$ cat src/rtl/serial_tx_fifo_pkg.sv
`default_nettype none
// ============================================================================
//  Module      : serial_tx_fifo_pkg
//  Description : Shared FSM encodings and helpers for the serial link blocks.
//  Revision    : 1.0 - initial release
// ============================================================================
package serial_tx_fifo_pkg;

    localparam logic [1:0] c_ST_IDLE  = 2'd0;
    localparam logic [1:0] c_ST_SHIFT = 2'd1;
    localparam logic [1:0] c_ST_GAP   = 2'd2;

    function automatic int clog2(input int value);
        int result;
        result = 0;
        while ((1 << result) < value) begin
            result = result + 1;
        end
        return result;
    endfunction

endpackage
`default_nettype wire

$ cat src/rtl/serial_tx_fifo_fifo.sv
`default_nettype none
// ============================================================================
//  Module      : serial_fifo
//  Description : Synchronous word FIFO with async clear and occupancy count.
//  Revision    : 1.0 - initial release
// ============================================================================
module serial_fifo
    import serial_tx_fifo_pkg::*;
#(
    parameter int DATA_W     = 32,
    parameter int FIFO_DEPTH = 4
) (
    input  logic                           sclk,
    input  logic                           rst_n,
    input  logic                           push,
    input  logic                           pop,
    input  logic [DATA_W-1:0]              wr_data,
    output logic [DATA_W-1:0]              rd_data,
    output logic                           full,
    output logic                           empty,
    output logic [clog2(FIFO_DEPTH):0]     level
);

    localparam int              c_AW   = clog2(FIFO_DEPTH);
    localparam logic [c_AW:0]   c_FULL = FIFO_DEPTH[c_AW:0];

    logic [DATA_W-1:0] r_mem [FIFO_DEPTH];
    logic [c_AW-1:0]   r_wr_ptr;
    logic [c_AW-1:0]   r_rd_ptr;
    logic [c_AW:0]     r_level;
    logic              w_push;
    logic              w_pop;

    assign w_push  = push && !full;
    assign w_pop   = pop && !empty;
    assign full    = (r_level == c_FULL);
    assign empty   = (r_level == '0);
    assign level   = r_level;
    assign rd_data = r_mem[r_rd_ptr];

    // Depth is a power of two, so pointers wrap naturally.
    always_ff @(posedge sclk or negedge rst_n) begin
        if (!rst_n) begin
            r_wr_ptr <= '0;
            r_rd_ptr <= '0;
            r_level  <= '0;
        end else begin
            if (w_push) begin
                r_wr_ptr <= r_wr_ptr + 1'b1;
            end
            if (w_pop) begin
                r_rd_ptr <= r_rd_ptr + 1'b1;
            end
            case ({w_push, w_pop})
                2'b10:   r_level <= r_level + 1'b1;
                2'b01:   r_level <= r_level - 1'b1;
                default: r_level <= r_level;
            endcase
        end
    end

    always_ff @(posedge sclk) begin
        if (w_push) begin
            r_mem[r_wr_ptr] <= wr_data;
        end
    end

endmodule
`default_nettype wire

$ cat src/rtl/serial_tx_fifo.sv
`default_nettype none
// ============================================================================
//  Module      : serial_tx_fifo
//  Description : Buffered serial word sender with framing, bit order and gap.
//  Revision    : 1.0 - initial release
// ============================================================================
module serial_tx_fifo
    import serial_tx_fifo_pkg::*;
#(
    parameter int DATA_W     = 32,
    parameter int FIFO_DEPTH = 4,
    parameter int MSB_FIRST  = 1,
    parameter int GAP_CYCLES = 1
) (
    input  logic                           sclk,
    input  logic                           rst_n,
    input  logic                           in_valid,
    output logic                           in_ready,
    input  logic [DATA_W-1:0]              in_data,
    output logic                           data_enable,
    output logic                           sdo,
    output logic                           busy,
    output logic [clog2(FIFO_DEPTH):0]     fifo_level
);

    localparam int                 c_CNT_W    = clog2(DATA_W);
    localparam logic [c_CNT_W-1:0] c_LAST_BIT = c_CNT_W'(DATA_W - 1);
    localparam logic [3:0]         c_GAP_LOAD = 4'((GAP_CYCLES > 0) ? GAP_CYCLES - 1 : 0);
    localparam bit                 c_NO_GAP   = (GAP_CYCLES == 0);

    logic [1:0]         r_state;
    logic [DATA_W-1:0]  r_shreg;
    logic [c_CNT_W-1:0] r_bit_cnt;
    logic [3:0]         r_gap_cnt;
    logic               r_data_enable;
    logic               r_sdo;

    logic [DATA_W-1:0]  w_head;
    logic               w_full;
    logic               w_empty;
    logic               w_pop;
    logic               w_word_done;
    logic               w_gap_done;
    logic               w_first_bit;
    logic               w_next_bit;
    logic [DATA_W-1:0]  w_load_rem;
    logic [DATA_W-1:0]  w_shifted;

    serial_fifo #(
        .DATA_W     (DATA_W),
        .FIFO_DEPTH (FIFO_DEPTH)
    ) u_fifo (
        .sclk    (sclk),
        .rst_n   (rst_n),
        .push    (in_valid),
        .pop     (w_pop),
        .wr_data (in_data),
        .rd_data (w_head),
        .full    (w_full),
        .empty   (w_empty),
        .level   (fifo_level)
    );

    generate
        if (MSB_FIRST != 0) begin : g_msb_first
            assign w_first_bit = w_head[DATA_W-1];
            assign w_load_rem  = {w_head[DATA_W-2:0], 1'b0};
            assign w_next_bit  = r_shreg[DATA_W-1];
            assign w_shifted   = {r_shreg[DATA_W-2:0], 1'b0};
        end else begin : g_lsb_first
            assign w_first_bit = w_head[0];
            assign w_load_rem  = {1'b0, w_head[DATA_W-1:1]};
            assign w_next_bit  = r_shreg[0];
            assign w_shifted   = {1'b0, r_shreg[DATA_W-1:1]};
        end
    endgenerate

    assign w_word_done = (r_state == c_ST_SHIFT) && (r_bit_cnt == '0);
    assign w_gap_done  = (r_state == c_ST_GAP) && (r_gap_cnt == '0);

    // The final gap cycle loads the next word directly so the low time between
    // back-to-back words is exactly GAP_CYCLES.
    assign w_pop = !w_empty && ((r_state == c_ST_IDLE) || w_gap_done ||
                                (w_word_done && c_NO_GAP));

    assign in_ready    = !w_full;
    assign data_enable = r_data_enable;
    assign sdo         = r_sdo;
    assign busy        = (r_state != c_ST_IDLE) || !w_empty;

    always_ff @(posedge sclk or negedge rst_n) begin
        if (!rst_n) begin
            r_state       <= c_ST_IDLE;
            r_shreg       <= '0;
            r_bit_cnt     <= '0;
            r_gap_cnt     <= '0;
            r_data_enable <= 1'b0;
            r_sdo         <= 1'b0;
        end else if (w_pop) begin
            r_state       <= c_ST_SHIFT;
            r_shreg       <= w_load_rem;
            r_bit_cnt     <= c_LAST_BIT;
            r_data_enable <= 1'b1;
            r_sdo         <= w_first_bit;
        end else begin
            case (r_state)
                c_ST_SHIFT: begin
                    if (r_bit_cnt != '0) begin
                        r_shreg   <= w_shifted;
                        r_sdo     <= w_next_bit;
                        r_bit_cnt <= r_bit_cnt - 1'b1;
                    end else begin
                        r_data_enable <= 1'b0;
                        r_sdo         <= 1'b0;
                        r_gap_cnt     <= c_GAP_LOAD;
                        r_state       <= c_NO_GAP ? c_ST_IDLE : c_ST_GAP;
                    end
                end
                c_ST_GAP: begin
                    if (r_gap_cnt != '0) begin
                        r_gap_cnt <= r_gap_cnt - 1'b1;
                    end else begin
                        r_state <= c_ST_IDLE;
                    end
                end
                default: begin
                    r_state       <= c_ST_IDLE;
                    r_data_enable <= 1'b0;
                    r_sdo         <= 1'b0;
                end
            endcase
        end
    end

endmodule
`default_nettype wire

$ cat config.mk
export PLATFORM = sky130hd
export DESIGN_NAME = serial_tx_fifo
export DESIGN_NICKNAME = d
export VERILOG_FILES = /design/src/rtl/serial_tx_fifo_pkg.sv /design/src/rtl/serial_tx_fifo_fifo.sv /design/src/rtl/serial_tx_fifo.sv
export SDC_FILE = /design/constraint.sdc
export NUM_CORES = 1
export LEC_CHECK = 0
export CORE_UTILIZATION = 55
export CTS_BUF_LIST = sky130_fd_sc_hd__clkbuf_2 sky130_fd_sc_hd__clkbuf_4 sky130_fd_sc_hd__clkbuf_8
export CTS_CLUSTER_DIAMETER = 120
export DETAILED_ROUTE_END_ITERATION = 8
export GPL_TIMING_DRIVEN = 0
export PLACE_DENSITY = 0.78
export SLEW_MARGIN = 10
export SYNTH_ARGS = -nofsm -noshare
export SYNTH_HDL_FRONTEND = slang
export SYNTH_SLANG_ARGS = --single-unit
$ cat constraint.sdc
create_clock -name sclk -period 2.6 [get_ports sclk]
set_input_delay 0.52 -clock sclk [delete_from_list [all_inputs] [get_ports sclk]]
set_output_delay 0.52 -clock sclk [all_outputs]
set_load 0.02 [all_outputs]
==> results_tabular.tex, run 1 <==
\begin{tabular}{lr}
\hline
Metric & Value \\
\hline
\multicolumn{2}{l}{\textbf{STA}} \\
Unrepaired setup endpoints after global routing & yes \\
Number of hold violations in the final report & 0 \\
Number of setup violations in the final report & 0 \\
Highest Clock Rate & 0.3949 GHz \\
Final period util & 0.9739 \\
Summed negative setup slack over all endpoints & 0 ns \\
Slew HR & 0.5785 \\
Worst slew pin tran & 0.6323 ns \\
Worst Hold Slack & 0.03935 ns \\
Minimum period implied by the final worst setup slack & 2.532 ns \\
Fin. max-slew vios & 0 \\
Final worst clock skew & 0.008931 ns \\
\multicolumn{2}{l}{\textbf{Power}} \\
Pwr per Cell Area & 1174 nW/um\^{}2 \\
Clk network pwr share & 0.204 \\
Sw power & 0.002981 W \\
PnR Total Power & 0.009838 W \\
Register share of total power & 0.427 \\
Proportion of total power due to net switching & 0.3030 \\
Leakage component of the power & 3.200 nW \\
Peak supply drop & 0.5399 mV \\
Comb pwr share & 0.370 \\
Cell internal pwr & 0.006857 W \\
\multicolumn{2}{l}{\textbf{Drt}} \\
WL per Instance & 18.92 um \\
Count of antenna-violating nets left after detailed routing & 0 \\
Detailed-routing iteration count for the pre-antenna-repair pass & 4 \\
Final WL & 12,130 um \\
Drt first-iter violations & 309 \\
Detailed-route DRC error count & 0 \\
Mean number of vias per cell & 5.576 \\
Total number of vias & 3,574 \\
\multicolumn{2}{l}{\textbf{Logic synthesis}} \\
Synth Net Count & 429 \\
Mean instance size in the synthesized netlist & 18.64 um\^{}2 \\
Biggest area consumer among synthesized cells & sky130\_fd\_sc\_hd\_\_edfxtp\_1 \\
Number of distinct library cells after synthesis & 39 \\
Post-synthesis instance area & 7158 um\^{}2 \\
Yosys warning count & 0 \\
Count of flip-flops with a built-in enable after synthesis & 128 \\
Sequential element share of the synthesized area & 0.7153 \\
Async set or reset register ratio after synthesis & 0.2849 \\
Top flip-flop cell by instance count after synthesis & sky130\_fd\_sc\_hd\_\_edfxtp\_1 \\
Count of mapped cells out of synthesis & 384 \\
Cell types with the largest area share after synthesis & sky130\_fd\_sc\_hd\_\_edfxtp\_1 (54\%), sky130\_fd\_sc\_hd\_\_dfrtp\_1 (18\%), sky130\_fd\_sc\_hd\_\_mux4\_2 (10\%), sky130\_fd\_sc\_hd\_\_a22o\_1 (3.7\%), sky130\_fd\_sc\_hd\_\_a21o\_1 (3.1\%) \\
Top-area cell type share of the netlist area & 0.5370 \\
Yosys reg bits & 179 \\
\multicolumn{2}{l}{\textbf{Place}} \\
Post-detail-place hpwl & 7562 um \\
Routability Congestion & 0.7991 \\
Count of buffers inserted at the top-level ports & 41 \\
Number of cells in the design after placement & 602 \\
\multicolumn{2}{l}{\textbf{Clocking}} \\
Insertion delay of the later-clocked pin in the worst-skew pair & 0.45 ns \\
TritonCTS clock tree & yes \\
Clk sinks & 179 \\
Clock transition time at the flip-flop clock pins of the worst setup and hold paths & 0.08 ns \\
TritonCTS Buffers & 17 \\
Number of hold buffers added after CTS & 0 \\
CTS root buffer & sky130\_fd\_sc\_hd\_\_clkbuf\_8 \\
CTS HTree Levels & 4 \\
Maximum root-to-sink buffer count & 2 \\
\multicolumn{2}{l}{\textbf{Critical path}} \\
Highest-delay cell along the critical path & sky130\_fd\_sc\_hd\_\_dfrtp\_1 \\
Required time of the critical path & 2.97 ns \\
Largest stage delay, worst path & 0.40 ns \\
Ordered cell list for the critical path & inv\_2 -> ha\_1 -> or3b\_1 -> buf\_6 -> a211o\_1 -> buf\_6 -> clkinv\_8 -> ha\_4 -> inv\_1 -> fa\_2 -> xor2\_1 -> nor2\_1 -> xor2\_1 \\
Worst Setup End Kind & flip-flop \\
Largest fanout on the critical path & 6 \\
Category of the worst setup path launch point & flip-flop \\
Critical Path AT & 2.90 ns \\
Crit Path Category & flip-flop to flip-flop \\
\multicolumn{2}{l}{\textbf{Floorplanning}} \\
Die outline area & 13,470 um\^{}2 \\
Initial core utilization & 0.5649 \\
Placement Rows & 41 \\
Count of boundary I/O pins & 42 \\
Horizontal die dimension & 116.1 um \\
Area of the core & 12,670 um\^{}2 \\
Height of the die & 116.1 um \\
\multicolumn{2}{l}{\textbf{Cells and area}} \\
Ant diodes & 0 \\
Share of the core filled with cells & 0.6615 \\
Cell Count, Final, Fillers Out & 641 \\
Most common cell after layout, fill and taps aside & sky130\_fd\_sc\_hd\_\_edfxtp\_1 \\
Commonest cells after routing, fill and taps aside & sky130\_fd\_sc\_hd\_\_edfxtp\_1 (128), sky130\_fd\_sc\_hd\_\_dfrtp\_1 (51), sky130\_fd\_sc\_hd\_\_clkdlybuf4s50\_1 (40) \\
Nets & 501 \\
Relative area change from synthesis to final layout & 17.09\% \\
Proportion of layout cells with a drive suffix above 1 & 0.2324 \\
\multicolumn{2}{l}{\textbf{Min path}} \\
Min-delay worst type & primary input to asynchronous set/reset pin \\
\multicolumn{2}{l}{\textbf{Run}} \\
Max-Cap Viols & 0 \\
\multicolumn{2}{l}{\textbf{Global routing}} \\
Maximum number of pins on one net before global-route repair & 32 \\
Gr ovfl total & 0 \\
Initial antenna violation count & 0 \\
Wire length of the first global-routing pass & 19,510 um \\
Number of global-route vias before repair & 3,770 \\
Overall global routing resource usage & 0.2025 \\
\multicolumn{2}{l}{\textbf{Outcome}} \\
Run status & finished clean \\
\hline
\end{tabular}
metal layers:
layer / vias up / track usage / wire [um]
li1: 1654 / - / -
met1: 1838 / 0.2643 / 5224
met2: 68 / 0.3329 / 6286
met3: 14 / 0.04916 / 432
met4: 0 / 0.07692 / 184
met5: - / 0 / 0
power by group through the flow:
stage	Combinational [W]	Sequential, W	Clock [W]
global placement	0.00349	0.00421	0
global route	0.00398	0.00426	0.00217
detailed placement	0.00370	0.00423	0
floorplan	0.00273	0.00421	0
CTS	0.00370	0.00418	0.00205
finish	0.00364	0.00420	0.00201
what timing repair did:
| item | CTS | global route |
|---|---|---|
| endpoints found under the setup margin | 2 | 2 |
| gates resized for setup | 0 | 1 |
| setup buffers | 2 | 7 |
| pin swaps | 0 | 1 |
final cells by class:
class	instances	area, um^2
Buffer	21	195.2
Clock buffer	21	270.3
Clock inverter	11	157.7
Fill cell	866	4289
Inverter	14	65.06
Multi-Input combinational cell	168	1785
Sequential cell	179	5120
Tap cell	172	215.2
Timing Repair Buffer	55	573.1
critical path: cells and delay by family, from the launching register on:
family,cells,cell delay (ns)
fa+ha+maj,3,0.58
buf+inv,5,0.46
simple gates,2,0.46
flops,1,0.40
xor+xnor,2,0.29
compound gates,1,0.26
cells in the mapped netlist (2+ instances only):
library cell	n
sky130_fd_sc_hd__xnor2_1	4
sky130_fd_sc_hd__dfrtp_1	51
sky130_fd_sc_hd__clkbuf_1	5
sky130_fd_sc_hd__a21o_1	30
sky130_fd_sc_hd__ha_1	9
sky130_fd_sc_hd__nor2_1	5
sky130_fd_sc_hd__mux4_2	32
sky130_fd_sc_hd__and3_1	5
sky130_fd_sc_hd__buf_6	7
sky130_fd_sc_hd__nand2_1	7
sky130_fd_sc_hd__nor3_1	5
sky130_fd_sc_hd__nand3_1	4
sky130_fd_sc_hd__a21oi_1	4
sky130_fd_sc_hd__inv_1	13
sky130_fd_sc_hd__buf_8	4
sky130_fd_sc_hd__edfxtp_1	128
sky130_fd_sc_hd__a31oi_1	2
sky130_fd_sc_hd__o21ai_0	8
sky130_fd_sc_hd__buf_2	6
sky130_fd_sc_hd__xor2_1	5
sky130_fd_sc_hd__nand4_1	3
sky130_fd_sc_hd__a22o_1	30
registers in the layout (all words and copies together), names as in the netlist:
| signal | count |
|---|---|
| data_enable | 1 |
| r_bit_cnt | 5 |
| r_gap_cnt | 4 |
| r_shreg | 31 |
| r_state | 2 |
| sdo | 1 |
| u_fifo.level | 3 |
| u_fifo.r_mem | 128 |
| u_fifo.r_rd_ptr | 2 |
| u_fifo.r_wr_ptr | 2 |
stage by stage:
stage	cell area [um^2]	setup WS, ns
floorplan	7179	0.002634
global placement	7805	-0.5288
detailed placement	7905	-0.1788
CTS	8333	0.03003
global route	8382	-0.02051
finish	8382	0.06798
path summary, 6_finish.rpt:
kind	start	to	slack (ns)	cells after the start
max reg2reg	r_gap_cnt[0]	u_fifo.level[2]	0.07	13
min in group sclk	r_shreg[29]	r_shreg[29]	0.48	1
min reg2reg	r_shreg[29]	r_shreg[29]	0.48	1
min	rst_n	r_shreg[10]	0.04	1
max in group asynchronous	rst_n	u_fifo.level[2]	2.01	2
max	r_gap_cnt[0]	u_fifo.level[2]	0.07	13
cells by family (layout without fill, tap and decap cells):
kind of cell	after synthesis	after routing	synth area share
xor gates and xnor gates	9	9	0.01101
adders and majority gates	10	10	0.01853
DFF	179	179	0.7153
muxes	33	33	0.1023
buffers and inverters	37	122	0.03811
and+or+nand+nor	37	37	0.03042
AOI/OAI and AO/OA	79	79	0.08443
(Power assumes the default switching activity.)
==> inputs of run 2 (changes only) <==
--- a/config.mk
+++ b/config.mk
@@ -5,6 +5,8 @@
 export SDC_FILE = /design/constraint.sdc
 export NUM_CORES = 1
 export LEC_CHECK = 0
+export CAP_MARGIN = 10
+export CORE_MARGIN = 1.5
 export CORE_UTILIZATION = 55
 export CTS_BUF_LIST = sky130_fd_sc_hd__clkbuf_2 sky130_fd_sc_hd__clkbuf_4 sky130_fd_sc_hd__clkbuf_8
 export CTS_CLUSTER_DIAMETER = 120
==> run 2 against run 1 <==
  * Worst hold slack improved by 0.012 ns
  * Wire length increased by 3.9%
  * Register-to-register slack improved by 0.02 ns
  * Non-clock buffer count up 3
  * Critical path depth shrank 1
  * Clock skew about the same
  * Worst setup slack better by 0.020 ns
  * Power grew 0.41%
  * Core utilization increased by 0.17 points
  * Global-route usage increased by 0.14 points
  * Largest power group unchanged
  * Highest routed layer unchanged
==> results_tabular.tex, run 2 (synthesized netlist as in run 1, its figures left out) <==
\begin{tabular}{lr}
\hline
Metric & Value \\
\hline
\multicolumn{2}{l}{\textbf{Cells and area}} \\
Ant diodes & 0 (unchanged) \\
Largest registers ranked by flip-flop count & u\_fifo.r\_mem: 128 flops, r\_shreg: 31 flops, r\_bit\_cnt: 5 flops \\
Most common cell after layout, fill and taps aside & sky130\_fd\_sc\_hd\_\_edfxtp\_1 \\
Commonest cells after routing, fill and taps aside & sky130\_fd\_sc\_hd\_\_edfxtp\_1 (128), sky130\_fd\_sc\_hd\_\_dfrtp\_1 (51), sky130\_fd\_sc\_hd\_\_clkdlybuf4s50\_1 (40) \\
Relative area change from synthesis to final layout & 17.39\% \\
Max FFs per register & 128 (unchanged) \\
Register ranked first by flip-flop count & u\_fifo.r\_mem \\
Proportion of layout cells with a drive suffix above 1 & 0.2394 (+0.006997) \\
Nets & 504 (+0.60\%) \\
\multicolumn{2}{l}{\textbf{Drt}} \\
Mean number of vias per cell & 5.626 (+0.90\%) \\
Final WL & 12,600 um (+3.9\%) \\
Detailed-route DRC error count & 0 (unchanged) \\
Detailed-routing iteration count for the pre-antenna-repair pass & 4 (unchanged) \\
Total number of vias & 3,623 (+1.4\%) \\
Drt first-iter violations & 228 (-26\%) \\
Count of antenna-violating nets left after detailed routing & 0 (unchanged) \\
WL per Instance & 19.57 um (+3.4\%) \\
\multicolumn{2}{l}{\textbf{Global routing}} \\
Routing layer with the top usage in global route & met2 \\
Number of global-route vias before repair & 3,889 (+3.2\%) \\
GRT met2 Usage & 0.3497 (+0.01677) \\
Initial antenna violation count & 0 (unchanged) \\
Fraction of met3 tracks used by global routing & 0.04634 (-0.002819) \\
Overall global routing resource usage & 0.2039 (+0.001360) \\
Maximum number of pins on one net before global-route repair & 31 (-3.1\%) \\
Gr ovfl total & 0 (unchanged) \\
Wire length of the first global-routing pass & 19,990 um (+2.4\%) \\
Met1 Resource Use GR & 0.2451 (-0.01927) \\
\multicolumn{2}{l}{\textbf{Critical path}} \\
Largest fanout on the critical path & 6 (unchanged) \\
Crit Path Category & flip-flop to flip-flop \\
Reg-to-reg critical path startpoint & r\_gap\_cnt[1] \\
Category of the worst setup path launch point & flip-flop \\
Worst Setup End Kind & flip-flop \\
Number of cells on the worst reg-to-reg path & 12 (-1) \\
Capturing point of the worst reg2reg path & u\_fifo.level[2] \\
Critical Path AT & 2.89 ns (about the same) \\
Register-to-register path setup slack & 0.09 ns (+0.02 ns) \\
Required time of the critical path & 2.98 ns (about the same) \\
\multicolumn{2}{l}{\textbf{Clocking}} \\
Insertion delay of the later-clocked pin in the worst-skew pair & 0.45 ns (about the same) \\
CTS root buffer & sky130\_fd\_sc\_hd\_\_clkbuf\_8 \\
CTS HTree Levels & 4 (unchanged) \\
Clock transition time at the flip-flop clock pins of the worst setup and hold paths & 0.08 ns (about the same) \\
Clk sinks & 179 (unchanged) \\
TritonCTS Buffers & 17 (unchanged) \\
TritonCTS clock tree & yes \\
Maximum root-to-sink buffer count & 2 (unchanged) \\
\multicolumn{2}{l}{\textbf{STA}} \\
Fin. max-slew vios & 0 (unchanged) \\
Summed negative setup slack over all endpoints & 0 ns (unchanged) \\
Unrepaired setup endpoints after global routing & yes \\
Worst Hold Slack & 0.05117 ns (+0.01182 ns) \\
Slew HR & 0.5317 (-0.04677) \\
Minimum period implied by the final worst setup slack & 2.512 ns (-0.02001 ns) \\
Number of hold violations in the final report & 0 (unchanged) \\
Highest Clock Rate & 0.3981 GHz (+0.80\%) \\
Final worst clock skew & 0.008735 ns (-0.0001964 ns) \\
Number of setup violations in the final report & 0 (unchanged) \\
Worst slew pin tran & 0.7024 ns (+0.07015 ns) \\
Final period util & 0.9662 (-0.007695) \\
\multicolumn{2}{l}{\textbf{Floorplanning}} \\
Die outline area & 13,710 um\^{}2 (+1.7\%) \\
Area of the core & 12,670 um\^{}2 (unchanged) \\
Horizontal die dimension & 117.1 um (+0.86\%) \\
Placement Rows & 41 (unchanged) \\
Height of the die & 117.1 um (+0.86\%) \\
Initial core utilization & 0.5649 (unchanged) \\
Count of boundary I/O pins & 42 (unchanged) \\
\multicolumn{2}{l}{\textbf{Power}} \\
Sw power & 0.003050 W (+2.3\%) \\
Pwr per Cell Area & 1176 nW/um\^{}2 (+0.16\%) \\
Comb pwr share & 0.375 (+0.005) \\
PnR Total Power & 0.009878 W (+0.41\%) \\
Peak supply drop & 0.4878 mV (-9.7\%) \\
Register share of total power & 0.425 (-0.002) \\
Leakage component of the power & 3.193 nW (-0.20\%) \\
Cell internal pwr & 0.006829 W (-0.41\%) \\
Proportion of total power due to net switching & 0.3087 (+0.005722) \\
Clk network pwr share & 0.199 (-0.005) \\
\multicolumn{2}{l}{\textbf{Min path}} \\
Min-delay worst type & primary input to asynchronous set/reset pin \\
\multicolumn{2}{l}{\textbf{Place}} \\
Count of buffers inserted at the top-level ports & 41 (unchanged) \\
Post-detail-place hpwl & 8027 um (+6.1\%) \\
Routability Congestion & 0.7379 (-7.7\%) \\
\multicolumn{2}{l}{\textbf{Run}} \\
Max-Cap Viols & 0 (unchanged) \\
\multicolumn{2}{l}{\textbf{Outcome}} \\
Run status & finished clean \\
\hline
\end{tabular}
run 2: critical path: stages (launching register included):
cell                       delay, ns
sky130_fd_sc_hd__dfrtp_1        0.40
sky130_fd_sc_hd__inv_2          0.06
sky130_fd_sc_hd__ha_1           0.12
sky130_fd_sc_hd__or3b_4         0.38
sky130_fd_sc_hd__a211o_1        0.31
sky130_fd_sc_hd__buf_6          0.15
sky130_fd_sc_hd__clkinv_8       0.05
sky130_fd_sc_hd__ha_4           0.12
sky130_fd_sc_hd__inv_2          0.04
sky130_fd_sc_hd__fa_2           0.37
sky130_fd_sc_hd__xor2_2         0.16
sky130_fd_sc_hd__nor2_1         0.13
sky130_fd_sc_hd__xor2_1         0.15
run 2: worst max-delay path by stage:
stage / to / depth (start not counted) / startpoint / slack [ns]
floorplan: u_fifo.level[2] / 14 / r_gap_cnt[1] / 0.003
global placement: r_shreg[28] / 1 / rst_n / -0.52
detailed placement: u_fifo.level[2] / 14 / r_gap_cnt[1] / -0.23
CTS: u_fifo.level[2] / 13 / r_gap_cnt[1] / 0.003
global route: u_fifo.level[2] / 12 / r_gap_cnt[1] / -0.02
finish: u_fifo.level[2] / 12 / r_gap_cnt[1] / 0.09
run 2: what timing repair did:
item                       4_1_cts  5_1_grt
pin swaps                        1        3
hold endpoints to repair         0        0
setup endpoints to repair        2        2
hold buffers                     0        0
buffers inserted                 3       10
gates resized for setup          0        4
run 2: power by group through the flow:
stage	Combinational [W]	Clock [W]	Sequential, W
after CTS	0.00373	0.00200	0.00418
after floorplan	0.00273	0	0.00421
after global routing	0.00405	0.00210	0.00427
after global placement	0.00350	0	0.00422
final	0.00371	0.00197	0.00420
after detailed placement	0.00372	0	0.00424
run 2: layer usage:
layer	wire (um)	share of wire
met1	5363	0.43
met2	6631	0.53
met3	406	0.032
met4	203	0.016
met5	0	0
run 2: cell type report:
| type | instances | area [um^2] |
|---|---|---|
| Clock inverter | 10 | 130.1 |
| Timing Repair Buffer | 59 | 603.1 |
| Inverter | 14 | 65.06 |
| Buffer | 20 | 183.9 |
| Clock buffer | 22 | 290.3 |
| Tap cell | 172 | 215.2 |
| Fill cell | 868 | 4268 |
| Sequential cell | 179 | 5120 |
| Multi-Input combinational cell | 168 | 1795 |
run 2: per-stage QoR:
stage                       util  instances  setup slack [ns]  cell area, um^2
after CTS                 0.6576        636          0.002836             8333
after floorplan                -        384          0.002634             7179
after global placement    0.6160        597           -0.5222             7805
after detailed placement  0.6239        602           -0.2297             7905
final                     0.6632        644           0.08798             8403
after global routing      0.6632        644          -0.02110             8403
==> inputs of run 3 (changes only) <==
--- a/config.mk
+++ b/config.mk
@@ -11,7 +11,6 @@
 export CTS_BUF_LIST = sky130_fd_sc_hd__clkbuf_2 sky130_fd_sc_hd__clkbuf_4 sky130_fd_sc_hd__clkbuf_8
 export CTS_CLUSTER_DIAMETER = 120
 export DETAILED_ROUTE_END_ITERATION = 8
-export GPL_TIMING_DRIVEN = 0
 export PLACE_DENSITY = 0.78
 export SLEW_MARGIN = 10
 export SYNTH_ARGS = -nofsm -noshare
==> run 3 against run 2 <==
  * Count of clock-buffer cells in the layout increased by 4
  * Sequential power increased by 2%
  * First-iteration DRC count increased by 12%
  * Clock skew increased by 0.0016 ns
  * Sequential cell count unchanged
  * Core utilization decreased by 1.8 points
  * Via count decreased by 2.8%
==> results_tabular.tex, run 3 (synthesized netlist as in run 1, its figures left out) <==
\begin{tabular}{lr}
\hline
Metric & Value \\
\hline
\multicolumn{2}{l}{\textbf{Drt}} \\
Post-Route M1 WL & 5112 um (-4.7\%) \\
Total number of vias & 3,520 (-2.8\%) \\
Detailed-routing iteration count for the pre-antenna-repair pass & 4 (unchanged) \\
Met2 Wirelength & 6070 um (-8.5\%) \\
Drt first-iter violations & 256 (+12\%) \\
Final WL & 11,920 um (-5.5\%) \\
Mean number of vias per cell & 5.705 (+1.4\%) \\
Count of antenna-violating nets left after detailed routing & 0 (unchanged) \\
Uppermost layer routed & met4 \\
Detailed-route DRC error count & 0 (unchanged) \\
WL per Instance & 19.31 um (-1.3\%) \\
Met3 routed WL & 496 um (+22\%) \\
\multicolumn{2}{l}{\textbf{Clocking}} \\
TritonCTS Buffers & 17 (unchanged) \\
Clk sinks & 179 (unchanged) \\
Clock transition time at the flip-flop clock pins of the worst setup and hold paths & 0.08 ns (about the same) \\
Maximum root-to-sink buffer count & 2 (unchanged) \\
Insertion delay of the later-clocked pin in the worst-skew pair & 0.46 ns (about the same) \\
CTS root buffer & sky130\_fd\_sc\_hd\_\_clkbuf\_8 \\
Setup bufs post-CTS & 0 (-3) \\
TritonCTS clock tree & yes \\
CTS HTree Levels & 4 (unchanged) \\
\multicolumn{2}{l}{\textbf{Place}} \\
Routability Congestion & 0.8324 (+13\%) \\
Count of buffers inserted at the top-level ports & 41 (unchanged) \\
Post-placement setup slack & 0.1662 ns (+0.3958 ns) \\
Post-detail-place hpwl & 6819 um (-15\%) \\
\multicolumn{2}{l}{\textbf{Cells and area}} \\
Most common cell after layout, fill and taps aside & sky130\_fd\_sc\_hd\_\_edfxtp\_1 \\
Fill cell instance count of the final layout & 890 (+2.5\%) \\
Register ranked first by flip-flop count & u\_fifo.r\_mem \\
Max FFs per register & 128 (unchanged) \\
Share of the core filled with cells & 0.6448 (-0.01837) \\
Nets & 478 (-5.2\%) \\
Ant diodes & 0 (unchanged) \\
Proportion of layout cells with a drive suffix above 1 & 0.1955 (-0.04390) \\
Relative area change from synthesis to final layout & 14.14\% \\
Commonest cells after routing, fill and taps aside & sky130\_fd\_sc\_hd\_\_edfxtp\_1 (128), sky130\_fd\_sc\_hd\_\_dfrtp\_1 (50), sky130\_fd\_sc\_hd\_\_clkdlybuf4s50\_1 (40) \\
Largest registers ranked by flip-flop count & u\_fifo.r\_mem: 128 flops, r\_shreg: 31 flops, r\_bit\_cnt: 5 flops \\
\multicolumn{2}{l}{\textbf{Critical path}} \\
Worst Setup End Kind & flip-flop \\
Largest stage delay, worst path & 0.40 ns (about the same) \\
Critical Path AT & 2.82 ns (-0.07 ns) \\
Logic depth of the worst setup path including buffers & 11 (-1) \\
Ordered cell list for the critical path & inv\_2 -> ha\_1 -> or3b\_4 -> a211o\_4 -> clkinv\_8 -> ha\_4 -> inv\_1 -> fa\_2 -> xor2\_1 -> nor2\_1 -> xor2\_1 \\
Number of cells on the worst reg-to-reg path & 11 (-1) \\
Category of the worst setup path launch point & flip-flop \\
WP buf/inv & 3 (-1) \\
Highest-delay cell along the critical path & sky130\_fd\_sc\_hd\_\_dfrtp\_1 \\
Most used cell, CP & sky130\_fd\_sc\_hd\_\_xor2\_1 \\
Capturing point of the worst reg2reg path & u\_fifo.level[2] \\
CP delay by family, top & adder cells \\
Largest fanout on the critical path & 4 (-2) \\
Reg-to-reg critical path startpoint & r\_gap\_cnt[0] \\
Required time of the critical path & 2.98 ns (about the same) \\
Register-to-register path setup slack & 0.16 ns (+0.08 ns) \\
Crit Path Category & flip-flop to flip-flop \\
\multicolumn{2}{l}{\textbf{STA}} \\
Highest Clock Rate & 0.4104 GHz (+3.1\%) \\
Setup ws final & 0.1632 ns (+0.07520 ns) \\
Summed negative setup slack over all endpoints & 0 ns (unchanged) \\
Fin. max-slew vios & 0 (unchanged) \\
Worst slew pin tran & 0.6676 ns (-0.03487 ns) \\
Minimum period implied by the final worst setup slack & 2.437 ns (-0.07520 ns) \\
Number of hold violations in the final report & 0 (unchanged) \\
Number of setup violations in the final report & 0 (unchanged) \\
Final period util & 0.9372 (-0.02892) \\
Final worst clock skew & 0.01036 ns (+0.001629 ns) \\
Slew HR & 0.5550 (+0.02325) \\
\multicolumn{2}{l}{\textbf{Floorplanning}} \\
Horizontal die dimension & 117.1 um (unchanged) \\
Placement Rows & 41 (unchanged) \\
Count of boundary I/O pins & 42 (unchanged) \\
Die outline area & 13,710 um\^{}2 (unchanged) \\
Area of the core & 12,670 um\^{}2 (unchanged) \\
Initial core utilization & 0.5649 (unchanged) \\
Height of the die & 117.1 um (unchanged) \\
\multicolumn{2}{l}{\textbf{Global routing}} \\
Maximum number of pins on one net before global-route repair & 52 (+68\%) \\
Initial antenna violation count & 0 (unchanged) \\
Gr ovfl total & 0 (unchanged) \\
Number of global-route vias before repair & 3,690 (-5.1\%) \\
Overall global routing resource usage & 0.1980 (-0.005895) \\
Wire length of the first global-routing pass & 19,350 um (-3.2\%) \\
\multicolumn{2}{l}{\textbf{Outcome}} \\
Run status & finished clean \\
\multicolumn{2}{l}{\textbf{Run}} \\
Max-Cap Viols & 0 (unchanged) \\
\multicolumn{2}{l}{\textbf{Power}} \\
Peak supply drop & 0.4938 mV (+1.2\%) \\
Pwr per Cell Area & 1161 nW/um\^{}2 (-1.2\%) \\
Leakage component of the power & 3.075 nW (-3.7\%) \\
\multicolumn{2}{l}{\textbf{Min path}} \\
Min-delay worst type & primary input to asynchronous set/reset pin \\
\hline
\end{tabular}
[run 3: cell types whose count changed in the layout (fill, tap and decap cells not counted), sizes merged]
cell,delta
buf,-22
clkinv,-3
clkinvlp,-2
[run 3: cell type report]
class	count	area, um^2	share of cell area
tap	172	215.2	0.02634
clock buffer	26	320.3	0.03920
sequential	179	5121	0.6268
clock inverter	5	98.84	0.01210
multi-input combinational	168	1792	0.2193
timing repair buffer	53	558.0	0.06830
inverter	14	65.06	0.007963
[run 3: stage by stage]
stage          area [um^2]  cells  hold slack [ns]  power [W]
2_1_floorplan         7179    384           0.2244   0.006936
3_3_place_gp          7740    586           0.4591   0.007445
3_5_place_dp          7740    586           0.4656   0.007602
4_1_cts               8159    617           0.1853   0.009586
5_1_grt               8170    617           0.2474    0.01005
6_report              8170    617           0.1738   0.009489
[run 3: what timing repair did]
item                       in CTS  in global routing
hold buffers                    0                  0
setup endpoints to repair       0                  1
resized for setup               0                  2
[run 3: per-layer routing]
metal,vias up,GRT usage
met3,20,0.04171
met5,-,0
met4,0,0.09880
li1,1602,-
met2,85,0.3123
met1,1813,0.2666
[run 3: worst max path at each step]
stage               slack, ns              end          from
finish                   0.16  u_fifo.level[2]  r_gap_cnt[0]
CTS                      0.14  u_fifo.level[2]  r_gap_cnt[1]
floorplan               0.003  u_fifo.level[2]  r_gap_cnt[1]
detailed placement       0.17  u_fifo.level[2]  r_gap_cnt[1]
global placement         0.27  u_fifo.level[2]  r_gap_cnt[1]
global route           -0.002  u_fifo.level[2]  r_gap_cnt[1]
[run 3: report_power, final]
part,total [W],switching (W),internal (W)
Combinational,0.00322,0.00160,0.00163
Clock,0.00198,0.000895,0.00108
Sequential,0.00429,0.000399,0.00389
[run 3: worst register-to-register path, stage by stage, from the launching register on]
cell                       delay, ns
sky130_fd_sc_hd__dfrtp_1        0.40
sky130_fd_sc_hd__inv_2          0.09
sky130_fd_sc_hd__ha_1           0.16
sky130_fd_sc_hd__or3b_4         0.39
sky130_fd_sc_hd__a211o_4        0.37
sky130_fd_sc_hd__clkinv_8       0.06
sky130_fd_sc_hd__ha_4           0.12
sky130_fd_sc_hd__inv_1          0.05
sky130_fd_sc_hd__fa_2           0.33
sky130_fd_sc_hd__xor2_1         0.14
sky130_fd_sc_hd__nor2_1         0.12
sky130_fd_sc_hd__xor2_1         0.14
